[src/rtl/pgen_pkg.sv]
// Shared constants, state encoding and LFSR helper for the pipeline pattern generator.
// The LFSR constants are only consumed when PGEN_LFSR_FILL_EN is defined.
package pgen_pkg;

    localparam int DATA_W    = 64;
    localparam int CTRL_W    = 8;
    localparam int LEN_W     = 8;
    localparam int PAT_BYTES = 7;
    localparam int POS_W     = LEN_W + 3;

    localparam logic [CTRL_W-1:0] SOP_CTRL = 8'hFF;

    localparam logic [DATA_W-1:0] LFSR_SEED = 64'h0123_4567_89AB_CDEF;
    // Fibonacci taps 64,63,61,60 expressed as zero-based bits 63,62,60,59.
    localparam logic [DATA_W-1:0] LFSR_TAPS = 64'hD800_0000_0000_0000;

    typedef enum logic [1:0] {
        IDLE = 2'd0,
        SEND = 2'd1,
        DONE = 2'd2
    } state_e;

    function automatic logic [DATA_W-1:0] lfsr_next(input logic [DATA_W-1:0] s);
        return {s[DATA_W-2:0], ^(s & LFSR_TAPS)};
    endfunction

endpackage

[src/rtl/pgen_lfsr64.sv]
// 64-bit Fibonacci LFSR supplying filler bytes; q is the filler of the word on pipe0.
// Instantiated by pipe_pattern_gen only when PGEN_LFSR_FILL_EN is defined.
module pgen_lfsr64
    import pgen_pkg::*;
(
    input  logic              clk,
    input  logic              mrst,
    input  logic              load,
    input  logic              adv,
    output logic [DATA_W-1:0] q
);

    logic [DATA_W-1:0] q_q;
    logic [DATA_W-1:0] q_d;

    // NOTE: give every always_comb output a default first so no path can infer a latch.
    always_comb begin
        q_d = q_q;
        if (load) begin
            q_d = LFSR_SEED;
        end else if (adv) begin
            q_d = lfsr_next(q_q);
        end
    end

    // NOTE: sequential state uses non-blocking assignments so every flop samples pre-edge values.
    always_ff @(posedge clk) begin
        if (mrst) begin
            q_q <= LFSR_SEED;
        end else begin
            q_q <= q_d;
        end
    end

    assign q = q_q;

endmodule

[src/rtl/pipe_pattern_gen.sv]
// Burst generator of {ctrl,data} pipeline words with a 7-byte pattern overlaid at any byte offset.
// Define PGEN_LFSR_FILL_EN for LFSR filler bytes; otherwise filler bytes are zero.
module pipe_pattern_gen
    import pgen_pkg::*;
(
    input  logic                     clk,
    input  logic                     mrst,
    input  logic                     start,
    input  logic [LEN_W-1:0]         len,
    input  logic [DATA_W-1:0]        pat,
    input  logic [POS_W-1:0]         pat_pos,
    input  logic                     pat_en,
    input  logic                     ce,
    output logic [CTRL_W+DATA_W-1:0] pipe0,
    output logic                     out_vld,
    output logic                     busy,
    output logic                     done
);

    localparam int PAT_W = 8 * PAT_BYTES;
    localparam logic [POS_W:0] PAT_LEN = PAT_BYTES;

    state_e                   state_q, state_d;
    logic [LEN_W-1:0]         word_q, word_d;
    logic [LEN_W-1:0]         len_q, len_d;
    logic [PAT_W-1:0]         pat_q, pat_d;
    logic [POS_W-1:0]         pos_q, pos_d;
    logic                     pen_q, pen_d;
    logic [CTRL_W+DATA_W-1:0] pipe_q, pipe_d;
    logic                     vld_q, vld_d;

    logic                     accept;
    logic                     last;
    logic                     step;
    logic [DATA_W-1:0]        fill_first;
    logic [DATA_W-1:0]        fill_next;
    logic [DATA_W-1:0]        next_data;
    logic                     unused_pat_hi;

    assign accept = (state_q == IDLE) && start && (len != '0);
    assign last   = (word_q == len_q - LEN_W'(1));
    assign step   = (state_q == SEND) && ce && !last;

    assign unused_pat_hi = ^pat[DATA_W-1:PAT_W];

`ifdef PGEN_LFSR_FILL_EN
    logic [DATA_W-1:0] lfsr_q;

    pgen_lfsr64 u_lfsr (
        .clk  (clk),
        .mrst (mrst),
        .load (accept),
        .adv  (step),
        .q    (lfsr_q)
    );

    assign fill_first = LFSR_SEED;
    assign fill_next  = lfsr_next(lfsr_q);
`else
    assign fill_first = '0;
    assign fill_next  = '0;
`endif

    // Lane b of word w is burst byte {w,b}; lane 0 is the most significant byte.
    function automatic logic [DATA_W-1:0] overlay(
        input logic [LEN_W-1:0]  w,
        input logic [PAT_W-1:0]  p,
        input logic [POS_W-1:0]  pos,
        input logic              en,
        input logic [DATA_W-1:0] fill
    );
        logic [DATA_W-1:0] d;
        logic [POS_W:0]    n;
        logic [POS_W:0]    k;
        logic [PAT_W-1:0]  sh;
        d = fill;
        for (int b = 0; b < 8; b++) begin
            n  = {1'b0, w, 3'(b)};
            k  = n - {1'b0, pos};
            sh = p << {k[2:0], 3'b000};
            if (en && (n >= {1'b0, pos}) && (k < PAT_LEN)) begin
                d[DATA_W-1-8*b -: 8] = sh[PAT_W-1 -: 8];
            end
        end
        return d;
    endfunction

    // In IDLE the word being built is word 0 from the live inputs; in SEND it is the next word.
    always_comb begin
        if (state_q == IDLE) begin
            next_data = overlay('0, pat[PAT_W-1:0], pat_pos, pat_en, fill_first);
        end else begin
            next_data = overlay(word_q + LEN_W'(1), pat_q, pos_q, pen_q, fill_next);
        end
    end

    always_comb begin
        state_d = state_q;
        word_d  = word_q;
        len_d   = len_q;
        pat_d   = pat_q;
        pos_d   = pos_q;
        pen_d   = pen_q;
        pipe_d  = pipe_q;
        vld_d   = vld_q;
        case (state_q)
            IDLE: begin
                if (accept) begin
                    state_d = SEND;
                    word_d  = '0;
                    len_d   = len;
                    pat_d   = pat[PAT_W-1:0];
                    pos_d   = pat_pos;
                    pen_d   = pat_en;
                    pipe_d  = {SOP_CTRL, next_data};
                    vld_d   = 1'b1;
                end
            end
            SEND: begin
                if (ce) begin
                    if (last) begin
                        state_d = DONE;
                        word_d  = '0;
                        pipe_d  = '0;
                        vld_d   = 1'b0;
                    end else begin
                        word_d  = word_q + LEN_W'(1);
                        pipe_d  = {CTRL_W'(0), next_data};
                    end
                end
            end
            DONE: begin
                state_d = IDLE;
            end
            default: begin
                state_d = IDLE;
            end
        endcase
    end

    always_ff @(posedge clk) begin
        if (mrst) begin
            state_q <= IDLE;
            word_q  <= '0;
            len_q   <= '0;
            pat_q   <= '0;
            pos_q   <= '0;
            pen_q   <= 1'b0;
            pipe_q  <= '0;
            vld_q   <= 1'b0;
        end else begin
            state_q <= state_d;
            word_q  <= word_d;
            len_q   <= len_d;
            pat_q   <= pat_d;
            pos_q   <= pos_d;
            pen_q   <= pen_d;
            pipe_q  <= pipe_d;
            vld_q   <= vld_d;
        end
    end

    assign pipe0   = pipe_q;
    assign out_vld = vld_q;
    assign busy    = (state_q != IDLE);
    assign done    = (state_q == DONE);

endmodule

[config.mk]
export PLATFORM = sky130hd
export DESIGN_NAME = pipe_pattern_gen
export DESIGN_NICKNAME = d
export VERILOG_FILES = /design/src/rtl/pgen_pkg.sv /design/src/rtl/pgen_lfsr64.sv /design/src/rtl/pipe_pattern_gen.sv
export SDC_FILE = /design/constraint.sdc
export NUM_CORES = 1
export LEC_CHECK = 0
export CAP_MARGIN = 20
export CORE_ASPECT_RATIO = 1.5
export CORE_MARGIN = 3
export CORE_UTILIZATION = 38
export CTS_BUF_LIST = sky130_fd_sc_hd__clkbuf_2 sky130_fd_sc_hd__clkbuf_4 sky130_fd_sc_hd__clkbuf_8
export CTS_CLUSTER_SIZE = 12
export DETAILED_ROUTE_END_ITERATION = 7
export HOLD_SLACK_MARGIN = 0.06
export REMOVE_ABC_BUFFERS = 1
export SETUP_SLACK_MARGIN = 0.02
export SKIP_CTS_REPAIR_TIMING = 1
export SLEW_MARGIN = 20
export SYNTH_ARGS = -nofsm -noshare
export SYNTH_HDL_FRONTEND = slang
export SYNTH_SLANG_ARGS = --single-unit
[constraint.sdc]
create_clock -name clk -period 4.85 [get_ports clk]
set_input_delay 1.455 -clock clk [delete_from_list [all_inputs] [get_ports clk]]
set_output_delay 1.455 -clock clk [all_outputs]
set_load 0.03 [all_outputs]
==> flow_summary.yaml <==
run_status:
  status: "finished clean"
timing:
  tightest_slew_ps: 1157
  finClkSkew_ps: 14.50
  finalMaxSlewViolations: 0
  period_needed_ps: 4285
  setup_viol: 0
  clock.fmax_ghz: 0.2334
  hold_viol_final: 0
  max_slew_margin: 0.2260
  fin_setup_tns_ps: 0
  fin_crit_sh: 0.8835
  rsz0062_at_grt: "no"
power:
  p_sw_frac: 0.3769
  ir_drop_mv: 0.2103
  switchingPower_mw: 1.457
  powerDensity_nw_per_um2: 248.2
  p_total_mw: 3.865
  p_int_mw: 2.408
  power.leakage_nw: 5.614
  pwr-share-comb: 0.375
  p_seq_frac: 0.351
  clock_power_share: 0.274
synth:
  synth_cells: 1646
  yosysWarnings: 0
  ys_ff_latch: 152
  ys_types: 82
  syn_avg_cell_area_um2: 7.909
  synthFlopType: "dfxtp_1"
  syn-cell-area_um2: 13020
  synth_area_leader_cell: "dfxtp_1"
  yosysSeqAreaShare: 0.2337
  synthTopCellsByArea: "dfxtp_1, mux4_2, mux2i_1, nand2_1, a21oi_1"
  synth_top_area_frac: 0.2337
  synth_edf_count: 0
  async_flop_share: 0
worst_setup_path:
  reg2regPathDepth: 13
  path_class: "reg2reg"
  critPathLaunchType: "register"
  endpoint_kind: "register"
  critical_path_arrival_ps: 4720
  crit_required_ps: 5280
  critPathMaxFanout: 15
floorplan:
  num_rows: 82
  die_w_um: 157.1
  dieArea_um2: 36560
  initial_core_util: 0.3869
  ios: 163
  fp.dieH_um: 232.7
  coreArea_um2: 33650
global_routing:
  antenna_found_initial: 2
  grt-ovfl-total: 0
  grtUsageTotal: 0.2853
  grt_pass1_vias: 13168
  grt_pass1_wl_um: 78860
  grt_max_degree: 70
layout:
  fill_cells: 3350
  nets: 1878
  final_layout_size_suffix_gt1_frac: 0.1276
  area_delta_synth_final_pct: 19.60
  final_common_cell: "nand2_1"
  final_cell_mix: "nand2_1, a21oi_1, clkdlybuf4s50_1, dfxtp_1, mux2i_1"
clock_tree:
  cts_buffers: 17
  insertion_delay_ps: 500
  clk_pin_slew_ps: 90
  cts.path.max_buffers: 2
  htreeDepth: 4
  cts_root_buffer: "clkbuf_8"
  cts_tree: "yes"
  cts.sinks: 152
placed_design:
  place.gp.congestion: 0.9823
  port_buffers: 154
  dpl.hpwl_um: 36890
route:
  via_per_inst: 6.235
  dr_total_vias: 13643
  first_iter_violations: 1308
  ant_nets: 0
  drc: 0
  wl_per_cell_um: 24.21
  drt-total-wl_um: 52970
  firstDrtPassIters: 6
flow_run:
  maxCapViolCount: 0
worst_hold_path:
  hold_path_depth: 2
  hold_path.class: "reg2reg"
## cell type report
cell class	instances	area, um^2	share of cell area
clock buffer	19	261.5	0.01680
multi-input combinational	1318	9294	0.5969
sequential	152	3045	0.1956
timing repair buffer	228	2153	0.1383
antenna	4	10.01	0.0006429
inverter	35	131.4	0.008438
clock inverter	12	148.9	0.009563
tap	420	525.5	0.03375
## registers in the layout, summed over array words and instances, names as in the netlist
register / flops
word_q: 8
pen_q: 1
pipe0: 65
out_vld: 1
pos_q: 11
state_q: 2
len_q: 8
pat_q: 56
## power by group through the flow
stage / Combinational (mW) / Sequential, mW / Clock [mW]
after floorplan: 0.807 / 1.43 / 0
after global placement: 1.40 / 1.38 / 0
after detailed placement: 1.42 / 1.38 / 0
final: 1.45 / 1.36 / 1.06
after CTS: 1.42 / 1.36 / 1.08
after global routing: 1.54 / 1.37 / 1.12
## final timing paths
| check | startpoint | to | slack (ps) |
|---|---|---|---|
| setup / recovery | word_q[1]$_SDFFE_PP0P_ | pipe0[9]$_SDFFE_PP0P_ | 570 |
| hold / removal | pen_q$_SDFFE_PP0P_ | pen_q$_SDFFE_PP0P_ | 470 |
| setup reg to reg | word_q[1]$_SDFFE_PP0P_ | pipe0[9]$_SDFFE_PP0P_ | 570 |
| hold reg to reg | pen_q$_SDFFE_PP0P_ | pen_q$_SDFFE_PP0P_ | 470 |
## Yosys cell counts, drive strengths merged, types with 31 or more instances
| master | n |
|---|---|
| a21oi | 182 |
| buf | 59 |
| clkbuf | 82 |
| dfxtp | 152 |
| ha | 36 |
| inv | 34 |
| mux2i | 122 |
| mux4 | 64 |
| nand2 | 287 |
| nand3 | 36 |
| nor2 | 96 |
| nor3 | 37 |
| o21ai | 99 |
| xnor2 | 31 |
## cells by family (layout without fill, tap and decap cells)
| family | after synthesis | count (layout) | synth area share |
|---|---|---|---|
| buffers and inverters | 176 | 294 | 0.05766 |
| other | 0 | 4 | 0 |
| adders and majority gates | 38 | 38 | 0.03767 |
| xor gates and xnor gates | 51 | 51 | 0.03431 |
| and+or+nand+nor | 564 | 564 | 0.1976 |
| DFF | 152 | 152 | 0.2337 |
| AOI/OAI and AO/OA | 462 | 462 | 0.2198 |
| muxes | 203 | 203 | 0.2192 |
## through the flow
step           instance area (um^2)    util  hold WS, ps  setup slack [ps]  cells
6_report                      15570  0.4627        465.9             565.2   2188
5_1_grt                       15560  0.4625        476.6             369.7   2186
4_1_cts                       15550  0.4620        466.4             623.0   2183
3_5_place_dp                  15140  0.4498        449.3             660.3   2152
3_3_place_gp                  15140  0.4498        440.8             653.4   2152
2_1_floorplan                 12400       -        426.8            -612.1   1505
## routing by layer
layer,vias to the layer above,global-route usage,routed length [um]
met1,6489,0.3248,18870
met5,-,0,0
met2,728,0.4805,26080
met4,0,0.1957,3911
li1,6240,-,-
met3,186,0.05099,4107
## worst max-delay path, stage by stage (launching register included)
cell and delay (ps):
dfxtp_1 410, ha_1 210, nand3_1 120, and2_1 200, or2_2 290, ha_1 660
nand2_1 210, o21a_1 270, o221ai_1 250, o2111ai_1 160, or4_1 500, buf_4 220
or4_1 550, a21oi_1 160
Note: power is estimated with default switching activity, not from simulation.
==> edit, RTL diff (same settings) <==
Set the package constant `LEN_W` to 4 (it was 8).
--- a/src/rtl/pgen_pkg.sv
+++ b/src/rtl/pgen_pkg.sv
@@ -6,3 +6,3 @@
     localparam int CTRL_W    = 8;
-    localparam int LEN_W     = 8;
+    localparam int LEN_W     = 4;
     localparam int PAT_BYTES = 7;
Interface: changed (resized len and pat_pos); port bits go from 163 to 155. The function was not compared with the original's and may differ.
==> edit against the original RTL <==
- sequential share of layout area grew 0.44 points
- design area shrank 9.8%
- largest cell class unchanged
- wire length shrank 12%
- total power shrank 3.8%
- critical endpoint is now pipe0[63]$_SDFFE_PP0P_
- area after synthesis shrank 10%
- sequential cell count shrank 12
- setup slack gained 0.35 ns
- highest routed layer unchanged
==> edit: results (changes against the original RTL) <==
[status]
status=complete, no violations  ; unchanged

[min_path]
hp-start=out_vld$_SDFFE_PP0P_  ; was pen_q$_SDFFE_PP0P_
hold_end=out_vld$_SDFFE_PP0P_  ; was pen_q$_SDFFE_PP0P_

[finish]
final_nets=1592  ; was 1,878
drive_gt1_frac=0.134  ; was 0.128
synthToLayoutAreaGrowth_pct=19.9  ; was 19.6%
fill_cells=2949  ; was 3,350

[global_route]
grt_pass1_wl_microns=69000  ; was 78,900 microns
track_usage=0.275  ; was 0.285
grt_pass1_vias=11300  ; was 13,200
grt_max_degree=65  ; was 70

[synthesis]
synth.distinct_cells=73  ; was 82
ys_seq_area_frac=0.239  ; was 0.234
synth.area.top_cells=dfxtp_1 24%, mux4_2 13%, mux2i_1 9.5%, nand2_1 7.8%, a21oi_1 5.9%  ; was dfxtp_1 23%, mux4_2 11%, mux2i_1 9.4%, nand2_1 8.3%, a21oi_1 6.9%
synth_commonest_cells=243 x nand2_1, 140 x dfxtp_1, 138 x a21oi_1  ; was 287 x nand2_1, 180 x a21oi_1, 152 x dfxtp_1

[sta]
skew_ns=0.0145  ; about the same
relSlewSlack=0.183  ; was 0.226

[critical_path]
cp.arrival_ns=4.35  ; was 4.72 ns
regToRegStartpoint=word_q[0]$_SDFFE_PP0P_  ; was word_q[1]$_SDFFE_PP0P_
r2r_slack_ns=0.91  ; was 0.57 ns
r2r_cells=8  ; was 13
worstReg2RegEnd=pipe0[63]$_SDFFE_PP0P_  ; was pipe0[9]$_SDFFE_PP0P_
worstPathMaxFanout=26  ; was 15

[power]
p_leak_uw=0.00496  ; was 0.00561 uW
ir_worst_vdd_mv=0.194  ; was 0.210 mV

[placement]
io_buffer_count=146  ; was 154
routabilityCongestion=0.942  ; was 0.982
dpl.hpwl_microns=32000  ; was 36,900 microns
post_dp_cell_area_sq_mm=0.0136  ; was 0.0151 sq mm
placed_cells=1858  ; was 2,152

[route]
vias=11900  ; was 13,600
viasPerCell=6.29  ; was 6.24
wl_per_cell_microns=24.6  ; was 24.2 microns

[edit: cell types whose count changed after synthesis, sizes merged, moves of 18 or more]
cell / before / now
nor4: 25 / 4
nor3: 37 / 17
a211oi: 29 / 9
a21oi: 182 / 138
nand2: 287 / 243
nor2: 96 / 58
nand3: 36 / 18
a2bb2oi: 0 / 22
[edit: worst max-delay path by stage]
stage | start | end | slack [ns] | cells past startpoint
3_5_place_dp | pat_pos[2] | pipe0[23]$_SDFFE_PP0P_ | 0.65 | 9
3_3_place_gp | pat_pos[2] | pipe0[50]$_SDFFE_PP0P_ | 0.65 | 8
5_1_grt | word_q[0]$_SDFFE_PP0P_ | pipe0[58]$_SDFFE_PP0P_ | 0.69 | 8
2_1_floorplan | pos_q[0]$_SDFFE_PP0P_ | pipe0[57]$_SDFFE_PP0P_ | -1.52 | 6
4_1_cts | word_q[0]$_SDFFE_PP0P_ | pipe0[63]$_SDFFE_PP0P_ | 0.99 | 8
6_report | word_q[0]$_SDFFE_PP0P_ | pipe0[63]$_SDFFE_PP0P_ | 0.91 | 8
[edit: metal layers]
layer,share of wire,wire [microns],vias up,GRT usage
li1,-,-,5389,-
met1,0.37,17300,5749,0.338
met2,0.49,22700,616,0.454
met3,0.080,3730,132,0.0416
met4,0.057,2660,0,0.161
met5,0,0,-,0
[edit: cells by family (layout without fill, tap and decap cells)]
group,Yosys count,in the layout,share of synthesized area
compound gates,418,418,0.234
xor+xnor,31,31,0.0244
fa+ha+maj,35,35,0.0387
buf+inv,154,256,0.0563
flops,140,140,0.239
mux,198,198,0.249
other cells,0,1,0
simple gates,412,412,0.158
[edit: cell type report]
cell class,count,share of cell area
antenna,1,0.000178
clock buffer,26,0.0246
clock inverter,6,0.00570
inverter,27,0.00722
multi-input combinational,1094,0.592
sequential,140,0.200
tap,400,0.0356
timing repair buffer,197,0.135
[edit: where the power goes]
part / leakage, uW / internal (uW) / total, uW / switching (uW)
Clock: 0.000226 / 562 / 1060 / 495
Combinational: 0.00360 / 564 / 1390 / 829
Sequential: 0.00114 / 1190 / 1270 / 75.4
Total: 0.00496 / 2320 / 3720 / 1400
[edit: through the flow]
stage,setup slack [ns],hold slack [ns]
after floorplan,-1.52,0.430
after global placement,0.652,0.442
after detailed placement,0.647,0.442
after CTS,0.991,0.454
after global routing,0.692,0.473
final,0.913,0.451
[edit: worst max-delay path: stages, from the launching register on]
cell and delay [ns]:
dfxtp_1 0.54, ha_1 0.35, ha_1 0.89, a21oi_1 0.14
o21ai_0 0.34, a31oi_1 0.09, nor4_1 0.37, nand4_1 0.70
o22ai_1 0.40
